==> config.mk <==
export PLATFORM = sky130hd
export DESIGN_NAME = sb_corner_cfg_tile_flat
export DESIGN_NICKNAME = d
export VERILOG_FILES = /design/src/rtl/sb_cfg_pkg.sv /design/src/rtl/sb_corner_cfg_tile_if.sv /design/src/rtl/sb_route_mux4.sv /design/src/rtl/sb_corner_cfg_tile.sv /design/src/flat_wrapper.sv
export SDC_FILE = /design/constraint.sdc
export NUM_CORES = 1
export LEC_CHECK = 0
export CORE_AREA = 2 2 136 138
export CTS_BUF_LIST = sky130_fd_sc_hd__clkbuf_16
export CTS_CLUSTER_DIAMETER = 120
export CTS_CLUSTER_SIZE = 14
export DETAILED_ROUTE_END_ITERATION = 10
export DIE_AREA = 0 0 138 140
export MAX_ROUTING_LAYER = met4
export PLACE_DENSITY = 0.83
export SLEW_MARGIN = 30
export SYNTH_ARGS = -nofsm -noshare
export SYNTH_HDL_FRONTEND = slang
export SYNTH_SLANG_ARGS = --single-unit
==> constraint.sdc <==
create_clock -name prog_clk -period 4.1 [get_ports prog_clk]
set_input_delay 0.41 -clock prog_clk [delete_from_list [all_inputs] [get_ports prog_clk]]
set_output_delay 0.41 -clock prog_clk [all_outputs]
set_load 0.01 [all_outputs]
==> src/rtl/sb_cfg_pkg.sv <==
// Shared definitions for the corner switch-box configuration tile:
// mux select encodings, configuration FSM states and chain-length helper.
package sb_cfg_pkg;

  localparam int SEL_BITS = 2;

  typedef enum logic [SEL_BITS-1:0] {
    SEL_STRAIGHT = 2'd0,
    SEL_DIAG     = 2'd1,
    SEL_PAD_TL   = 2'd2,
    SEL_PAD_RB   = 2'd3
  } sel_e;

  typedef enum logic [1:0] {
    IDLE  = 2'd0,
    SHIFT = 2'd1,
    FULL  = 2'd2,
    OVER  = 2'd3
  } cfg_state_e;

  // Two routed directions, one mux per track, SEL_BITS per mux.
  function automatic int cfg_bits_calc(input int chan_width);
    return 2 * chan_width * SEL_BITS;
  endfunction

endpackage

==> src/rtl/sb_corner_cfg_tile_if.sv <==
// Bundle of the ccff scan-chain and routing signals of the corner tile.
// master = tile driver (fabric/testbench), slave = the tile itself.
interface sb_corner_cfg_tile_if #(
  parameter int CHAN_WIDTH = 30,
  parameter int NUM_PADS   = 4
);

  logic                  ccff_head;
  logic                  ccff_shift_en;
  logic                  ccff_commit;
  logic [CHAN_WIDTH-1:0] chanx_right_in;
  logic [CHAN_WIDTH-1:0] chany_top_in;
  logic [NUM_PADS-1:0]   top_left_pad_in;
  logic [NUM_PADS-1:0]   right_bottom_pad_in;
  logic                  ccff_tail;
  logic [CHAN_WIDTH-1:0] chanx_right_out;
  logic [CHAN_WIDTH-1:0] chany_top_out;
  logic                  cfg_done;
  logic                  cfg_overflow;

  modport master (
    output ccff_head, ccff_shift_en, ccff_commit,
    output chanx_right_in, chany_top_in, top_left_pad_in, right_bottom_pad_in,
    input  ccff_tail, chanx_right_out, chany_top_out, cfg_done, cfg_overflow
  );

  modport slave (
    input  ccff_head, ccff_shift_en, ccff_commit,
    input  chanx_right_in, chany_top_in, top_left_pad_in, right_bottom_pad_in,
    output ccff_tail, chanx_right_out, chany_top_out, cfg_done, cfg_overflow
  );

endinterface

==> src/rtl/sb_route_mux4.sv <==
// Single 4:1 routing mux for one output track. i_data is ordered so that
// its index equals the select encoding from sb_cfg_pkg.
module sb_route_mux4
  import sb_cfg_pkg::*;
(
  input  logic [SEL_BITS-1:0] i_sel,
  input  logic [3:0]          i_data,
  output logic                o_out
);

  // Select one of straight track, diagonal track or one of the two pad sets.
  always_comb begin
    // NOTE: default assignment first so no path through the block can infer a latch.
    o_out = 1'b0;
    case (i_sel)
      SEL_STRAIGHT: o_out = i_data[0];
      SEL_DIAG:     o_out = i_data[1];
      SEL_PAD_TL:   o_out = i_data[2];
      SEL_PAD_RB:   o_out = i_data[3];
      default:      o_out = 1'b0;
    endcase
  end

endmodule

==> src/rtl/sb_corner_cfg_tile.sv <==
// Corner switch-box tile: ccff scan chain into a shadow register, atomic
// commit into the active register, and 2*CHAN_WIDTH combinational 4:1 muxes.
// Optional build macro SB_CFG_PARITY_EN appends an even-parity bit to the
// chain and rejects commits whose parity does not match.
module sb_corner_cfg_tile
  import sb_cfg_pkg::*;
#(
  parameter int CHAN_WIDTH = 30,
  parameter int NUM_PADS   = 4
) (
  input  logic                 prog_clk,
  input  logic                 prog_reset,
  sb_corner_cfg_tile_if.slave  bus
);

  localparam int CFG_BITS = cfg_bits_calc(CHAN_WIDTH);
`ifdef SB_CFG_PARITY_EN
  localparam int CHAIN_BITS = CFG_BITS + 1;
`else
  localparam int CHAIN_BITS = CFG_BITS;
`endif
  localparam int CNT_W = $clog2(CHAIN_BITS + 2);
  localparam logic [CNT_W-1:0] CNT_CHAIN = CNT_W'(CHAIN_BITS);
  localparam logic [CNT_W-1:0] CNT_MAX   = CNT_W'(CHAIN_BITS + 1);

  logic [CHAIN_BITS-1:0] r_shadow;
  logic [CFG_BITS-1:0]   r_active;
  logic [CNT_W-1:0]      r_bit_cnt;
  cfg_state_e            r_state;
  logic                  r_cfg_done;
  logic                  r_cfg_overflow;

  logic [CHAIN_BITS-1:0] w_shadow_post;
  logic [CFG_BITS-1:0]   w_cfg_post;
  logic                  w_parity_ok;
  logic [CNT_W-1:0]      w_cnt_post;
  cfg_state_e            w_state_post;
  logic                  w_commit_ok;
  logic                  w_enter_over;
  logic [CHAN_WIDTH-1:0] w_chanx_out;
  logic [CHAN_WIDTH-1:0] w_chany_out;

  // Post-shift view: commit in the same cycle observes the shifted state.
  always_comb begin
    w_shadow_post = r_shadow;
    w_cnt_post    = r_bit_cnt;
    w_state_post  = r_state;
    if (bus.ccff_shift_en) begin
      w_shadow_post = {r_shadow[CHAIN_BITS-2:0], bus.ccff_head};
      if (r_bit_cnt != CNT_MAX) w_cnt_post = r_bit_cnt + 1'b1;
      case (r_state)
        IDLE, SHIFT: w_state_post = (w_cnt_post == CNT_CHAIN) ? FULL : SHIFT;
        FULL, OVER:  w_state_post = OVER;
        default:     w_state_post = IDLE;
      endcase
    end
  end

  // Split the chain into config bits and (optionally) the trailing parity bit.
`ifdef SB_CFG_PARITY_EN
  assign w_cfg_post  = w_shadow_post[CHAIN_BITS-1:1];
  assign w_parity_ok = ~^w_shadow_post;
`else
  assign w_cfg_post  = w_shadow_post;
  assign w_parity_ok = 1'b1;
`endif

  assign w_commit_ok  = bus.ccff_commit && (w_state_post == FULL || w_state_post == OVER);
  assign w_enter_over = (r_state != OVER) && (w_state_post == OVER);

  // Shadow shift register; its MSB is the registered chain tail.
  always_ff @(posedge prog_clk) begin
    // NOTE: the shadow is a plain register (not RAM) and has a defined reset value,
    // so it is cleared like any other state; the tail is then 0 after reset.
    if (prog_reset) r_shadow <= '0;
    // NOTE: non-blocking assignments for all clocked state so every register
    // samples pre-edge values regardless of block ordering.
    else            r_shadow <= w_shadow_post;
  end

  // Load-tracking FSM with bit counter, registered status flags and commit.
  always_ff @(posedge prog_clk) begin
    if (prog_reset) begin
      r_state        <= IDLE;
      r_bit_cnt      <= '0;
      r_active       <= '0;
      r_cfg_done     <= 1'b0;
      r_cfg_overflow <= 1'b0;
    end else if (w_commit_ok) begin
      r_state        <= IDLE;
      r_bit_cnt      <= '0;
      r_cfg_done     <= 1'b0;
      r_cfg_overflow <= ~w_parity_ok;
      if (w_parity_ok) r_active <= w_cfg_post;
    end else begin
      r_state        <= w_state_post;
      r_bit_cnt      <= w_cnt_post;
      r_cfg_done     <= (w_state_post == FULL);
      r_cfg_overflow <= r_cfg_overflow | w_enter_over;
    end
  end

  // Routing muxes: chanx outputs use the first half of active, chany the second.
  for (genvar gi = 0; gi < CHAN_WIDTH; gi++) begin : g_route
    localparam int NXT = (gi + 1) % CHAN_WIDTH;
    localparam int PAD = gi % NUM_PADS;

    sb_route_mux4 u_chanx_mux (
      .i_sel  (r_active[2*gi +: SEL_BITS]),
      .i_data ({bus.right_bottom_pad_in[PAD], bus.top_left_pad_in[PAD],
                bus.chany_top_in[NXT], bus.chany_top_in[gi]}),
      .o_out  (w_chanx_out[gi])
    );

    sb_route_mux4 u_chany_mux (
      .i_sel  (r_active[2*(CHAN_WIDTH+gi) +: SEL_BITS]),
      .i_data ({bus.right_bottom_pad_in[PAD], bus.top_left_pad_in[PAD],
                bus.chanx_right_in[NXT], bus.chanx_right_in[gi]}),
      .o_out  (w_chany_out[gi])
    );
  end

  assign bus.chanx_right_out = w_chanx_out;
  assign bus.chany_top_out   = w_chany_out;
  assign bus.ccff_tail       = r_shadow[CHAIN_BITS-1];
  assign bus.cfg_done        = r_cfg_done;
  assign bus.cfg_overflow    = r_cfg_overflow;

endmodule

==> src/flat_wrapper.sv <==
// flat-port wrapper written by rule: the top's interface ports become plain ports
module sb_corner_cfg_tile_flat import sb_cfg_pkg::*;
#(
  parameter int CHAN_WIDTH = 30,
  parameter int NUM_PADS   = 4
)
  (prog_clk, prog_reset, bus_ccff_head, bus_ccff_shift_en, bus_ccff_commit, bus_chanx_right_in, bus_chany_top_in, bus_top_left_pad_in, bus_right_bottom_pad_in, bus_ccff_tail, bus_chanx_right_out, bus_chany_top_out, bus_cfg_done, bus_cfg_overflow);
  sb_corner_cfg_tile_if #(.CHAN_WIDTH(CHAN_WIDTH), .NUM_PADS(NUM_PADS)) bus_i ();
  input  logic prog_clk;
  input  logic prog_reset;
  input wire logic [$bits(bus_i.ccff_head)-1:0] bus_ccff_head;
  input wire logic [$bits(bus_i.ccff_shift_en)-1:0] bus_ccff_shift_en;
  input wire logic [$bits(bus_i.ccff_commit)-1:0] bus_ccff_commit;
  input wire logic [$bits(bus_i.chanx_right_in)-1:0] bus_chanx_right_in;
  input wire logic [$bits(bus_i.chany_top_in)-1:0] bus_chany_top_in;
  input wire logic [$bits(bus_i.top_left_pad_in)-1:0] bus_top_left_pad_in;
  input wire logic [$bits(bus_i.right_bottom_pad_in)-1:0] bus_right_bottom_pad_in;
  output wire logic [$bits(bus_i.ccff_tail)-1:0] bus_ccff_tail;
  output wire logic [$bits(bus_i.chanx_right_out)-1:0] bus_chanx_right_out;
  output wire logic [$bits(bus_i.chany_top_out)-1:0] bus_chany_top_out;
  output wire logic [$bits(bus_i.cfg_done)-1:0] bus_cfg_done;
  output wire logic [$bits(bus_i.cfg_overflow)-1:0] bus_cfg_overflow;
  assign bus_i.ccff_head = bus_ccff_head;
  assign bus_i.ccff_shift_en = bus_ccff_shift_en;
  assign bus_i.ccff_commit = bus_ccff_commit;
  assign bus_i.chanx_right_in = bus_chanx_right_in;
  assign bus_i.chany_top_in = bus_chany_top_in;
  assign bus_i.top_left_pad_in = bus_top_left_pad_in;
  assign bus_i.right_bottom_pad_in = bus_right_bottom_pad_in;
  assign bus_ccff_tail = bus_i.ccff_tail;
  assign bus_chanx_right_out = bus_i.chanx_right_out;
  assign bus_chany_top_out = bus_i.chany_top_out;
  assign bus_cfg_done = bus_i.cfg_done;
  assign bus_cfg_overflow = bus_i.cfg_overflow;
  sb_corner_cfg_tile #(.CHAN_WIDTH(CHAN_WIDTH), .NUM_PADS(NUM_PADS)) u_core (.prog_clk(prog_clk), .prog_reset(prog_reset), .bus(bus_i));
endmodule
# Yosys cells after proc, flatten, opt, wreduce, memory -nomap -nowiden
# Cells that the tools add are included.
dict set report op_classes {
  addsub 1
  multipliers 0
  div 0
  n_lt_le_gt_ge 0
  eq_ne 188
  n_shift 0
  n_mux 66
  n_bitwise 1
  n_reduce_logical 67
}
# cell n
set ops {}
lappend ops {{2-bit equality test, second input constant} 124}
lappend ops {{1-bit one-hot mux with 4 select lines} 60}
lappend ops {{2-bit by 1-bit equality test with 1-bit output, second input constant} 61}
lappend ops {{2-bit zero test} 61}
lappend ops {{120-bit 2-to-1 mux} 1}
lappend ops {{7-bit 2-to-1 mux} 2}
lappend ops {{7-bit by 1-bit adder with 7-bit output, second input constant} 1}
lappend ops {{7-bit equality test, second input constant} 1}
lappend ops {{7-bit != test, second input constant} 1}
lappend ops {{2-bit OR reduction} 3}
lappend ops {{2-bit 2-to-1 mux} 2}
lappend ops {{2-bit one-hot mux with 2 select lines} 1}
lappend ops {{1-bit logical AND} 2}
lappend ops {{2-bit != test, second input constant} 1}
lappend ops {{1-bit logical OR} 1}
lappend ops {{1-bit OR} 1}
dict set report totals {
  regBits 251
  latchBits 0
  mem_bits_rw 0
  romBits 0
  input_bits 73
  out_inout_bits 63
  word_cells 329
  memories 0
}

# Depth between registers and ports, before layout
dict set report depth {
  depth_word 11
  mapped_depth 9
  depth_no_buf 7
}

# By module
# From an unflattened synthesis, not the netlist that was laid out.
dict set report unflattened {
  cells_unflattened 910
  hier_area_um2 11332.1
}
# mod n_inst cells_each area_each_um2 seq_area_each_um2
set modules_own_cells {}
lappend modules_own_cells {sb_corner_cfg_tile 1 850 9980.8 5024.8}
lappend modules_own_cells {sb_route_mux4 60 1 22.5 0.0}

# Worst setup path before layout
# No wires, ideal clock.
dict set report synth_timing {
  kind {reg-to-reg}
  from {reg u_core.r_bit_cnt[0]}
  to {reg u_core.r_active[50]}
  setup_ns 0.117
  arrival_ns 1.970
  t_required_ns 3.983
  path_slack_ns 2.014
  path_stages_with_launch 9
  path_buffers 2
  synth_period_minus_slack_ns 2.086
  cell_sequence {dfxtp_1 > ha_1 > nand2_1 > or4_1 > o211ai_1 > o31ai_4 > buf_4 > buf_4 > a22o_1}
}
dict set report synth_via {
  elab_chain_cells 10
  word_cells_on_any_way 12
  cone_classes {add/sub: 1; eq/ne: 4; mux: 5; reduce/logical: 2}
}
# element line
set synth_lines {}
lappend synth_lines {{start: declaration} sb_corner_cfg_tile.sv:28} ;# logic [CNT_W-1:0] r_bit_cnt;
lappend synth_lines {{start signal: assignment} sb_corner_cfg_tile.sv:97} ;# r_bit_cnt <= w_cnt_post;
lappend synth_lines {{7-bit by 1-bit adder with 7-bit output / 7-bit != test (equally long branches)} sb_corner_cfg_tile.sv:50} ;# if (r_bit_cnt != CNT_MAX) w_cnt_post = r_bit_cnt + 1'b1;
lappend synth_lines {{7-bit 2-to-1 mux *} sb_corner_cfg_tile.sv:50}
lappend synth_lines {{7-bit 2-to-1 mux *} sb_corner_cfg_tile.sv:48} ;# if (bus.ccff_shift_en) begin
lappend synth_lines {{7-bit equality test *} sb_corner_cfg_tile.sv:52} ;# IDLE, SHIFT: w_state_post = (w_cnt_post == CNT_CHAIN) ? FULL : SHIFT;
lappend synth_lines {{2-bit 2-to-1 mux *} sb_corner_cfg_tile.sv:52}
lappend synth_lines {{2-bit one-hot mux with 2 select lines *} sb_corner_cfg_tile.sv:51} ;# case (r_state)
lappend synth_lines {{2-bit 2-to-1 mux *} sb_corner_cfg_tile.sv:48}
lappend synth_lines {{2-bit equality test} sb_corner_cfg_tile.sv:68} ;# assign w_commit_ok = bus.ccff_commit && (w_state_post == FULL || w_state_post == OVER);
lappend synth_lines {{1-bit logical OR *} sb_corner_cfg_tile.sv:68}
lappend synth_lines {{1-bit logical AND *} sb_corner_cfg_tile.sv:68}
lappend synth_lines {{end signal: assignment} sb_corner_cfg_tile.sv:94} ;# if (w_parity_ok) r_active <= w_cfg_post;
lappend synth_lines {{end: declaration} sb_corner_cfg_tile.sv:27} ;# logic [CFG_BITS-1:0] r_active;
# Mark *: on every way between the ends. The rest lies on a longest branch, timed or not. The select of a mux whose other input is x is not followed.
# A chain may end at the register's enable or synchronous reset.

# Worst setup path in the final report
dict set report layout_timing {
  from {in bus_right_bottom_pad_in[2]}
  to {out bus_chanx_right_out[2]}
}
dict set report layout_via {
  elab_chain_cells 1
}
# element line
set layout_lines {}
lappend layout_lines {{start: declaration} flat_wrapper.sv:17} ;# input wire logic [$bits(bus_i.right_bottom_pad_in)-1:0] bus_right_bottom_pad_in;
lappend layout_lines {{1-bit one-hot mux with 4 select lines} sb_route_mux4.sv:15} ;# case (i_sel)
lappend layout_lines {{end: declaration} flat_wrapper.sv:19} ;# output wire logic [$bits(bus_i.chanx_right_out)-1:0] bus_chanx_right_out;
# No other way between the ends.

==> impl_metrics.yaml <==
run_status:
  outcome: "finished, final reports clean"
setup_path:
  critPathCaptureType: "output port"
  worstSetupStartpointType: "input pin"
  critPathArrivalTime_ns: 2.60
  path_class: "input pin to output port"
  critPathMaxFanout: 14
  cp.required_ns: 3.69
detailed_routing:
  num_vias: 6731
  wl_met1_um: 10800
  wl_met3_um: 1340
  wl_met2_um: 9970
  drc: 0
  wire_per_inst_um: 19.8
  route.final.wire_length_um: 22300
  top_layer: "met4"
  drtAntennaViolNets: 0
  drtPass1Iterations: 6
  via_per_inst: 5.96
  drtIter0Drc: 455
grt:
  grt_pass1_wl_um: 35700
  grt_usage: 0.233
  grt_pass1_vias: 6579
  grt_antenna_before_repair: 1
  globalRoute.totalOverflow: 0
  grt_max_degree: 77
clocking:
  htree_levels: 1
  post_cts_resized: 0
  clock-sinks: 251
  cts_tree: "built"
  post_cts_buffers: 0
  insertion_delay_ns: 0.49
  ctsHoldBuffers: 0
  cts_buffers: 21
  cts_root_buf: "clkbuf_16"
  cts_buffer_depth: 3
  clk_pin_slew_ns: 0.06
floorplan:
  dieArea_um2: 19300
  core_um2: 17800
  fp.dieW_um: 138
  std_cell_rows: 49
  die_y_um: 140
  start_util: 0.580
  ios: 136
power_and_ir_drop:
  power_density_nw_per_um2: 382
  netSwitchingFraction: 0.216
  leakage_uw: 0.00456
  ir_drop_uv: 251
  p_clk_frac: 0.379
  intPower_uw: 3530
  combinationalPowerShare: 0.078
  pwr-share-seq: 0.543
  p_sw_uw: 973
synth:
  ys_ff_latch: 251
  syn_nets: 933
  syn_inst: 858
  yosysSeqAreaShare: 0.487
  yosysWarnings: 0
  ys.flop_type: "dfxtp_1"
  async_flop_share: 0
  synth.cell_area_um2: 10300
  synth.distinct_cells: 39
  synth_edf_count: 0
  synth.avg_cell_area_um2: 12.0
timing:
  setup_slack_ns: 1.09
  finalClockSkew_ns: 0.00958
  period_share: 0.735
  rsz0062_at_grt: "no"
  worst_pin_slew_ns: 0.988
  tns_ns: 0
  maxSlewViolCount: 0
  timing.fmax_mhz: 332
  setup_viol: 0
  hold_viol: 0
  relSlewSlack: 0.339
  final.min_clock_period_ns: 3.01
place:
  hpwlAfterDp_um: 14200
  place_ws_ns: 1.16
  port_buffers: 135
  routabilityCongestion: 0.784
cells_and_area:
  fill_cells: 1330
  register_area_um2: 5020
  area_growth_pct: 14.3
  final_cell_mix: "251 x dfxtp_1, 133 x clkdlybuf4s50_1, 127 x nor2_1"
  multiInputGateArea_um2: 4470
  final_common_cell: "dfxtp_1"
  n_antenna_cell: 0
  nets: 976
  drive_above_1_share: 0.108
hold_path:
  hp-class: "input pin to flop"
flow_run:
  maxCapViolCount: 0
[Yosys cell counts (2+ instances only)]
cell type	count	area share
xor2_1	6	0.0051
nor3_1	8	0.0039
dfxtp_1	251	0.49
a22o_1	120	0.10
a21oi_1	3	0.0015
and3_1	2	0.0012
mux2i_1	122	0.12
nand2_1	5	0.0018
buf_2	8	0.0039
clkbuf_1	27	0.0098
nand4_1	3	0.0018
buf_4	66	0.048
mux4_2	60	0.13
ha_1	2	0.0024
nor2_1	127	0.046
buf_1	13	0.0047
inv_1	3	0.0011
buf_6	11	0.012
[path summary, 6_finish.rpt]
path                                    from                 endpoint  slack, ns  depth (start not counted)
setup / recovery  bus_right_bottom_pad_in[2]   bus_chanx_right_out[2]       1.09                          3
hold / removal             bus_ccff_shift_en  u_core.bus.cfg_overflow       0.32                          3
setup reg to reg         u_core.r_bit_cnt[1]      u_core.r_active[32]       1.34                          8
hold reg to reg          u_core.r_active[29]      u_core.r_active[29]       0.49                          1
[stage by stage]
stage               power [uW]  hold slack, ns  instances  area (um2)   util
floorplan                 2720           0.450        858       10300      -
global route              4640           0.341       1129       11800  0.663
finish                    4500           0.324       1129       11800  0.663
detailed placement        2850           0.477       1107       11300  0.633
global placement          2850           0.471       1107       11300  0.633
CTS                       4530           0.312       1129       11800  0.663
[flip-flops by register name, summed over array words and instances (netlist names)]
name	flops
u_core.r_bit_cnt	7
u_core.bus.cfg_done	1
u_core.r_shadow	120
u_core.r_active	120
u_core.r_state	2
u_core.bus.cfg_overflow	1
[cell type report]
class / count / area share
Multi-Input combinational cell: 479 / 0.380
Timing Repair Buffer: 145 / 0.124
Clock buffer: 21 / 0.0446
Sequential cell: 251 / 0.426
Inverter: 3 / 0.000955
Clock inverter: 1 / 0.000318
Tap cell: 229 / 0.0243
[cell families (layout without fill, tap and decap cells)]
group,count (synthesis),after routing,synth area share
DFF,251,251,0.487
muxes,182,182,0.249
and+or+nand+nor,154,154,0.0615
AOI/OAI and AO/OA,135,135,0.115
buffers and inverters,128,170,0.0796
xor gates and xnor gates,6,6,0.00510
adders and majority gates,2,2,0.00243
[power by group through the flow]
| stage | Clock, uW | Combinational, uW | Sequential (uW) |
|---|---|---|---|
| finish | 1710 | 353 | 2450 |
| global route | 1820 | 372 | 2440 |
| CTS | 1730 | 354 | 2450 |
| detailed placement | 0 | 351 | 2500 |
| global placement | 0 | 350 | 2500 |
| floorplan | 0 | 217 | 2500 |
[critical path, cell delays in order]
cell             delay, ns
clkdlybuf4s50_1       0.94
mux4_2                0.73
clkdlybuf4s50_1       0.52
[metal layers]
metal	GRT usage	vias to the layer above
met5	-	-
met4	0.0430	0
met3	0.0328	24
met2	0.353	230
met1	0.341	3300
li1	-	3177
(Power assumes the default switching activity.)
